File: src/rtl/coreabc_ramfifo_ctrl_if.sv
// Handshake, status and RAM-wrapper signals of the RAM-backed FIFO controller.
// The master side drives the push/pop requests and returns RAM read data.
interface coreabc_ramfifo_ctrl_if;
  logic        CLEAR;
  logic        WR_VALID;
  logic [15:0] WR_DATA;
  logic        WR_READY;
  logic        RD_VALID;
  logic [15:0] RD_DATA;
  logic        RD_READY;
  logic [8:0]  COUNT;
  logic        FULL;
  logic        EMPTY;
  logic        ALMOST_FULL;
  logic        RAM_WEN;
  logic        RAM_REN;
  logic [7:0]  RAM_WADDR;
  logic [7:0]  RAM_RADDR;
  logic [15:0] RAM_WD;
  logic [15:0] RAM_RD;

  modport master (
    output CLEAR, WR_VALID, WR_DATA, RD_READY, RAM_RD,
    input  WR_READY, RD_VALID, RD_DATA, COUNT, FULL, EMPTY, ALMOST_FULL,
           RAM_WEN, RAM_REN, RAM_WADDR, RAM_RADDR, RAM_WD
  );

  modport slave (
    input  CLEAR, WR_VALID, WR_DATA, RD_READY, RAM_RD,
    output WR_READY, RD_VALID, RD_DATA, COUNT, FULL, EMPTY, ALMOST_FULL,
           RAM_WEN, RAM_REN, RAM_WADDR, RAM_RADDR, RAM_WD
  );
endinterface

File: src/rtl/coreabc_ramfifo_ctrl.sv
// FIFO controller around an external 256x16 synchronous-read RAM, with a
// two-entry registered skid stage in front of RD_DATA.
//
// state      | meaning
// SKID_EMPTY | no word held in the output stage
// SKID_ONE   | head slot holds the next word out
// SKID_TWO   | head and second slot both hold words
module coreabc_ramfifo_ctrl #(
  parameter int unsigned AFULL_LEVEL = 192
) (
  input  logic                   PCLK,
  input  logic                   PRESETN,
  coreabc_ramfifo_ctrl_if.slave  bus
);

  typedef enum logic [1:0] {
    SKID_EMPTY = 2'd0,
    SKID_ONE   = 2'd1,
    SKID_TWO   = 2'd2
  } skid_state_t;

  skid_state_t skid_state;
  skid_state_t skid_next;

  logic [7:0]  wptr;
  logic [7:0]  rptr;
  logic [8:0]  ram_occ;
  logic [8:0]  count;
  logic        in_flight;
  logic [15:0] slot0;
  logic [15:0] slot1;
  logic [15:0] slot0_next;
  logic [15:0] slot1_next;

  logic        ram_has_room;
  logic        wr_ready;
  logic        head_valid;
  logic        tail_valid;
  logic        push;
  logic        pop;
  logic        rd_issue;
  logic [1:0]  pending;

  assign head_valid   = (skid_state != SKID_EMPTY);
  assign tail_valid   = (skid_state == SKID_TWO);
  assign ram_has_room = (ram_occ != 9'd256);

  // Gated by PRESETN so the push side is closed for the whole reset interval.
  assign wr_ready = PRESETN & ram_has_room & ~bus.CLEAR;
  assign push     = bus.WR_VALID & wr_ready;
  assign pop      = head_valid & bus.RD_READY;

  // Words already committed to the output stage, including a read in flight.
  assign pending  = {1'b0, head_valid} + {1'b0, tail_valid} + {1'b0, in_flight};

  // Occupancy >= 1 keeps the read address away from a live write address.
  assign rd_issue = ~bus.CLEAR & (ram_occ != 9'd0) & (pending <= (2'd1 + {1'b0, pop}));

  always_ff @(posedge PCLK or negedge PRESETN) begin
    if (!PRESETN) begin
      wptr      <= '0;
      rptr      <= '0;
      ram_occ   <= '0;
      count     <= '0;
      in_flight <= 1'b0;
    end else if (bus.CLEAR) begin
      wptr      <= '0;
      rptr      <= '0;
      ram_occ   <= '0;
      count     <= '0;
      in_flight <= 1'b0;
    end else begin
      if (push) begin
        wptr <= wptr + 8'd1;
      end
      if (rd_issue) begin
        rptr <= rptr + 8'd1;
      end
      ram_occ   <= ram_occ + {8'd0, push} - {8'd0, rd_issue};
      count     <= count + {8'd0, push} - {8'd0, pop};
      in_flight <= rd_issue;
    end
  end

  always_ff @(posedge PCLK or negedge PRESETN) begin
    if (!PRESETN) begin
      skid_state <= SKID_EMPTY;
      slot0      <= '0;
      slot1      <= '0;
    end else begin
      skid_state <= skid_next;
      slot0      <= slot0_next;
      slot1      <= slot1_next;
    end
  end

  always_comb begin
    skid_next  = skid_state;
    slot0_next = slot0;
    slot1_next = slot1;
    case (skid_state)
      SKID_EMPTY: begin
        if (in_flight) begin
          slot0_next = bus.RAM_RD;
          skid_next  = SKID_ONE;
        end
      end
      SKID_ONE: begin
        case ({pop, in_flight})
          2'b01: begin
            slot1_next = bus.RAM_RD;
            skid_next  = SKID_TWO;
          end
          2'b10: begin
            skid_next  = SKID_EMPTY;
          end
          2'b11: begin
            slot0_next = bus.RAM_RD;
          end
          default: begin
            skid_next  = SKID_ONE;
          end
        endcase
      end
      SKID_TWO: begin
        if (pop) begin
          slot0_next = slot1;
          if (in_flight) begin
            slot1_next = bus.RAM_RD;
          end else begin
            skid_next  = SKID_ONE;
          end
        end
      end
      default: begin
        skid_next = SKID_EMPTY;
      end
    endcase
    // Flush wins over any capture or pop in the same cycle.
    if (bus.CLEAR) begin
      skid_next  = SKID_EMPTY;
      slot0_next = '0;
      slot1_next = '0;
    end
  end

  assign bus.WR_READY    = wr_ready;
  assign bus.RD_VALID    = head_valid;
  assign bus.RD_DATA     = slot0;
  assign bus.COUNT       = count;
  assign bus.FULL        = ~ram_has_room;
  assign bus.EMPTY       = (count == 9'd0);
  assign bus.ALMOST_FULL = (ram_occ >= 9'(AFULL_LEVEL));
  assign bus.RAM_WEN     = push;
  assign bus.RAM_WADDR   = wptr;
  assign bus.RAM_WD      = bus.WR_DATA;
  assign bus.RAM_REN     = rd_issue;
  assign bus.RAM_RADDR   = rptr;

endmodule

File: src/flat_wrapper.sv
// flat-port wrapper written by rule: the top's interface ports become plain ports
module coreabc_ramfifo_ctrl_flat 
#(
  parameter int unsigned AFULL_LEVEL = 192
)
  (PCLK, PRESETN, bus_CLEAR, bus_WR_VALID, bus_WR_DATA, bus_RD_READY, bus_RAM_RD, bus_WR_READY, bus_RD_VALID, bus_RD_DATA, bus_COUNT, bus_FULL, bus_EMPTY, bus_ALMOST_FULL, bus_RAM_WEN, bus_RAM_REN, bus_RAM_WADDR, bus_RAM_RADDR, bus_RAM_WD);
  coreabc_ramfifo_ctrl_if bus_i ();
  input  logic PCLK;
  input  logic PRESETN;
  input wire logic [$bits(bus_i.CLEAR)-1:0] bus_CLEAR;
  input wire logic [$bits(bus_i.WR_VALID)-1:0] bus_WR_VALID;
  input wire logic [$bits(bus_i.WR_DATA)-1:0] bus_WR_DATA;
  input wire logic [$bits(bus_i.RD_READY)-1:0] bus_RD_READY;
  input wire logic [$bits(bus_i.RAM_RD)-1:0] bus_RAM_RD;
  output wire logic [$bits(bus_i.WR_READY)-1:0] bus_WR_READY;
  output wire logic [$bits(bus_i.RD_VALID)-1:0] bus_RD_VALID;
  output wire logic [$bits(bus_i.RD_DATA)-1:0] bus_RD_DATA;
  output wire logic [$bits(bus_i.COUNT)-1:0] bus_COUNT;
  output wire logic [$bits(bus_i.FULL)-1:0] bus_FULL;
  output wire logic [$bits(bus_i.EMPTY)-1:0] bus_EMPTY;
  output wire logic [$bits(bus_i.ALMOST_FULL)-1:0] bus_ALMOST_FULL;
  output wire logic [$bits(bus_i.RAM_WEN)-1:0] bus_RAM_WEN;
  output wire logic [$bits(bus_i.RAM_REN)-1:0] bus_RAM_REN;
  output wire logic [$bits(bus_i.RAM_WADDR)-1:0] bus_RAM_WADDR;
  output wire logic [$bits(bus_i.RAM_RADDR)-1:0] bus_RAM_RADDR;
  output wire logic [$bits(bus_i.RAM_WD)-1:0] bus_RAM_WD;
  assign bus_i.CLEAR = bus_CLEAR;
  assign bus_i.WR_VALID = bus_WR_VALID;
  assign bus_i.WR_DATA = bus_WR_DATA;
  assign bus_i.RD_READY = bus_RD_READY;
  assign bus_i.RAM_RD = bus_RAM_RD;
  assign bus_WR_READY = bus_i.WR_READY;
  assign bus_RD_VALID = bus_i.RD_VALID;
  assign bus_RD_DATA = bus_i.RD_DATA;
  assign bus_COUNT = bus_i.COUNT;
  assign bus_FULL = bus_i.FULL;
  assign bus_EMPTY = bus_i.EMPTY;
  assign bus_ALMOST_FULL = bus_i.ALMOST_FULL;
  assign bus_RAM_WEN = bus_i.RAM_WEN;
  assign bus_RAM_REN = bus_i.RAM_REN;
  assign bus_RAM_WADDR = bus_i.RAM_WADDR;
  assign bus_RAM_RADDR = bus_i.RAM_RADDR;
  assign bus_RAM_WD = bus_i.RAM_WD;
  coreabc_ramfifo_ctrl #(.AFULL_LEVEL(AFULL_LEVEL)) u_core (.PCLK(PCLK), .PRESETN(PRESETN), .bus(bus_i));
endmodule
File: config.mk
export PLATFORM = sky130hd
export DESIGN_NAME = coreabc_ramfifo_ctrl_flat
export DESIGN_NICKNAME = d
export VERILOG_FILES = /design/src/rtl/coreabc_ramfifo_ctrl_if.sv /design/src/rtl/coreabc_ramfifo_ctrl.sv /design/src/flat_wrapper.sv
export SDC_FILE = /design/constraint.sdc
export NUM_CORES = 1
export LEC_CHECK = 0
export ABC_CLOCK_PERIOD_IN_PS = 3600
export CAP_MARGIN = 10
export CORE_UTILIZATION = 45
export CTS_CLUSTER_DIAMETER = 200
export DETAILED_ROUTE_END_ITERATION = 8
export PLACE_DENSITY = 0.76
export SLEW_MARGIN = 0
export SYNTH_ARGS = -nofsm -noshare
export SYNTH_HDL_FRONTEND = slang
export SYNTH_SLANG_ARGS = --single-unit
File: constraint.sdc
create_clock -name PCLK -period 3.6 [get_ports PCLK]
set_input_delay 0.36 -clock PCLK [delete_from_list [all_inputs] [get_ports PCLK]]
set_output_delay 0.36 -clock PCLK [all_outputs]
set_load 0.01 [all_outputs]
==> metrics.txt <==
hold buffer count at CTS=0; pin count of the biggest net entering global routing=72; count of maximum capacitance violations=0; overall power consumption=4200 µW; Post-Synthesis Cell Area=4360 µm²; Worst path slowest cell=dfrtp_2; Finished Cell Area=5350 µm²; number of slew-limit violations in the final report=0; proportion of layout cells with a drive suffix above 1=11.3%; Flop pwr share=27.5%; number of placed I/O pins=101; data arrival time of the critical path=3.69 ns; H-tree Lvls=3; grt ovf=0; tightest hold margin=0.250 ns; detailed-router iteration count before antenna repair=4; number of routed nets with antenna violations=0; clock latency reported for the late side of the worst-skew pair=0.35 ns; die span in x=100 µm; half-perimeter wire length after placement=6740 µm; worst reg2reg path startpoint=u_core.skid_state[0]; worst setup path category=flip-flop to flip-flop; number of rows created at floorplan=35; number of port buffers=68; per-cell routed wire length=14.9 µm; first-pass GRT wire length=16,200 µm; clock slew at reported path FFs=0.09 ns; total power per unit cell area=785 nW/µm²; net count after synthesis=531; largest vdd supply drop=549 µV; Rel. slew slack=40.5%; post-route setup slack=0.162 ns; Placeable Area=9330 µm²; sum of buffers and inverters on the critical path=2; DRC errors left=0; total global-route track usage=20.2%; library cell used as clock root buffer=clkbuf_8; crit-path max FO=7; transition time at the pin with the least slew margin=0.893 ns; antenna violations before repair=0; Hold/Removal Path Class=input pin to async pin; vias post-DR=3,562; most frequent standard cell in the layout excluding fill and tap cells=dfrtp_1; Synth-to-Final Area Change=22.7%; share of flip-flops with an asynchronous set or reset after synthesis=100%; sequential fraction of the synthesis area=39.6%; placer congestion estimate=0.836; EDFF count, synth=0; flop and latch count out of synthesis=69; count of different cell masters after synthesis=58; via-per-instance ratio=5.46; Iteration-0 DRC Markers=150; number of buffers between clock root and the deepest sink=2; min Tclk post-route=3.44 ns; Die Span Y=100 µm; number of antenna repair diodes=0; area after detailed placement=5140 µm²; most common flop cell mapped by yosys=dfrtp_1; clock tree from TritonCTS=yes; combinational cell fraction of total power=56.4%; worst setup timing slack at the placement stage=-0.182 ns; number of nets at the end of the flow=590; depth of the worst register-to-register path=15; result of the run=finished, final reports clean; endpoint of the lowest-slack register-to-register path=u_core.ram_occ[8]; Slowest Stage Delay on Critical Path=0.43 ns; number of global-route vias before repair=3,494; endpoints failing hold=0; unrepaired setup endpoints after global routing=no; internal portion of total power=2470 µW; Pleak=0.00228 µW; CTS Buf Count=9; worst clock skew=0.0203 ns; wire length after detailed routing=9690 µm; number of clock sinks=69; utilization after layout=57.3%; cell type group with the largest total delay on the critical path=adder cells; required time of the critical path=3.85 ns; Initial Util=46.7%; crit start category=flip-flop; Syn. warnings=0; share of the clock period used by the worst path=95.5%; cells along the critical path=inv_1, nand2_1, nand2_1, ha_4, nor2b_4, a2bb2oi_4, nor3_4, ha_1, inv_1, ha_2, fa_2, a211o_1, a31oi_1, o31a_1, mux2_2; f_max=291 MHz; portion of total power attributed to the clock network=16.1%; top library cells by usage in the layout, fill and taps aside=dfrtp_1, clkdlybuf4s50_1, nand2_1, inv_1, ha_1; number of inserted filler cells in the final layout=831; Setup violations, final=0; r2r setup slk=0.16 ns; Die Outline Area=10,100 µm²; kind of capture point of the worst setup path=flip-flop; Net Switching=1720 µW; gate count after technology mapping=459; synthesized area divided by synthesized cell count=9.50 µm²; sw frac=41.1%
==> kinds of logic (layout without fill, tap and decap cells) <==
kind of cell	after synthesis	after routing	synth area share, %
AO/OA/AOI/OAI	88	88	14.5
AND/OR/NAND/NOR	160	160	18.4
adder cells (fa/ha/maj)	35	35	10.4
flip-flops	69	69	39.6
XOR/XNOR	11	11	2.21
buffers and inverters	68	132	8.15
multiplexers	28	28	6.71
==> Yosys cell counts, types with 5 or more instances <==
cell type	number	area (µm²)
a211oi_1	9	67.6
a21oi_1	8	40.0
a31oi_1	5	31.3
buf_2	5	25.0
buf_4	19	143
clkbuf_1	9	33.8
dfrtp_1	69	1730
ha_1	33	413
inv_1	31	116
mux2_2	6	67.6
mux2i_1	21	210
nand2_1	61	229
nand2b_1	5	31.3
nand3_1	11	55.1
nor2_1	24	90.1
nor2b_1	13	81.3
nor3_1	12	60.1
nor4_1	6	37.5
o21ai_0	19	95.1
o21ai_1	5	25.0
o31ai_1	17	128
or3_1	5	31.3
xnor2_1	10	87.6
==> worst reg2reg max path, cell delays in order (launching register included) <==
cell and delay (ns):
dfrtp_2 0.43, inv_1 0.09, nand2_1 0.09, nand2_1 0.16, ha_4 0.32, nor2b_4 0.17, a2bb2oi_4 0.19, nor3_4 0.06
ha_1 0.28, inv_1 0.04, ha_2 0.18, fa_2 0.39, a211o_1 0.29, a31oi_1 0.18, o31a_1 0.14, mux2_2 0.33
==> repair_timing <==
| item | in CTS | in global routing |
|---|---|---|
| gates resized for setup | 0 | 2 |
| buffers inserted | 0 | 0 |
| endpoints found under the setup margin | 0 | 3 |
==> per-layer routing <==
layer | share of wire, % | GRT usage [%] | vias up
li1 | - | - | 1733
met1 | 47 | 26.8 | 1695
met2 | 46 | 33.4 | 121
met3 | 5.4 | 3.69 | 13
met4 | 1.3 | 6.47 | 0
met5 | 0 | 0 | -
==> through the flow <==
stage	cells	TNS, ns
finish	652	0
global route	652	0
CTS	652	0
detailed placement	636	-0.460
global placement	636	-0.147
floorplan	459	-0.0477
==> power by group through the flow <==
stage / Clock [µW] / Sequential, µW / Combinational [µW]
2_1_floorplan: 0 / 1170 / 1630
5_1_grt: 710 / 1180 / 2620
3_3_place_gp: 0 / 1150 / 2270
4_1_cts: 687 / 1150 / 2370
3_5_place_dp: 0 / 1170 / 2350
6_report: 677 / 1150 / 2370
==> cell type report <==
| type | count | area (µm²) | share of cell area (%) |
|---|---|---|---|
| repair buffers | 85 | 798 | 14.9 |
| well taps | 129 | 161 | 3.02 |
| inverters | 31 | 116 | 2.18 |
| clock inverters | 7 | 80.1 | 1.50 |
| flip-flops and latches | 69 | 1730 | 32.3 |
| multi-input cells | 322 | 2340 | 43.7 |
| clock buffers | 9 | 124 | 2.32 |
==> worst max-delay path by stage <==
| stage | from | endpoint | cells after the start |
|---|---|---|---|
| floorplan | u_core.skid_state[1] | u_core.ram_occ[8] | 16 |
| global placement | bus_RD_READY | u_core.ram_occ[8] | 14 |
| detailed placement | bus_RD_READY | u_core.ram_occ[8] | 14 |
| CTS | u_core.skid_state[0] | u_core.ram_occ[8] | 15 |
| global route | u_core.skid_state[0] | u_core.ram_occ[8] | 15 |
| finish | u_core.skid_state[0] | u_core.ram_occ[8] | 15 |
==> sequential cells by signal, summed over array words and instances (netlist names) <==
name and flops:
u_core.bus.RD_DATA 16, u_core.bus.COUNT 9, u_core.slot1 16, u_core.bus.RAM_WADDR 8, u_core.skid_state 2, u_core.ram_occ 9
u_core.bus.RAM_RADDR 8, u_core.in_flight 1
No activity file was read; power rests on OpenSTA's default activity.
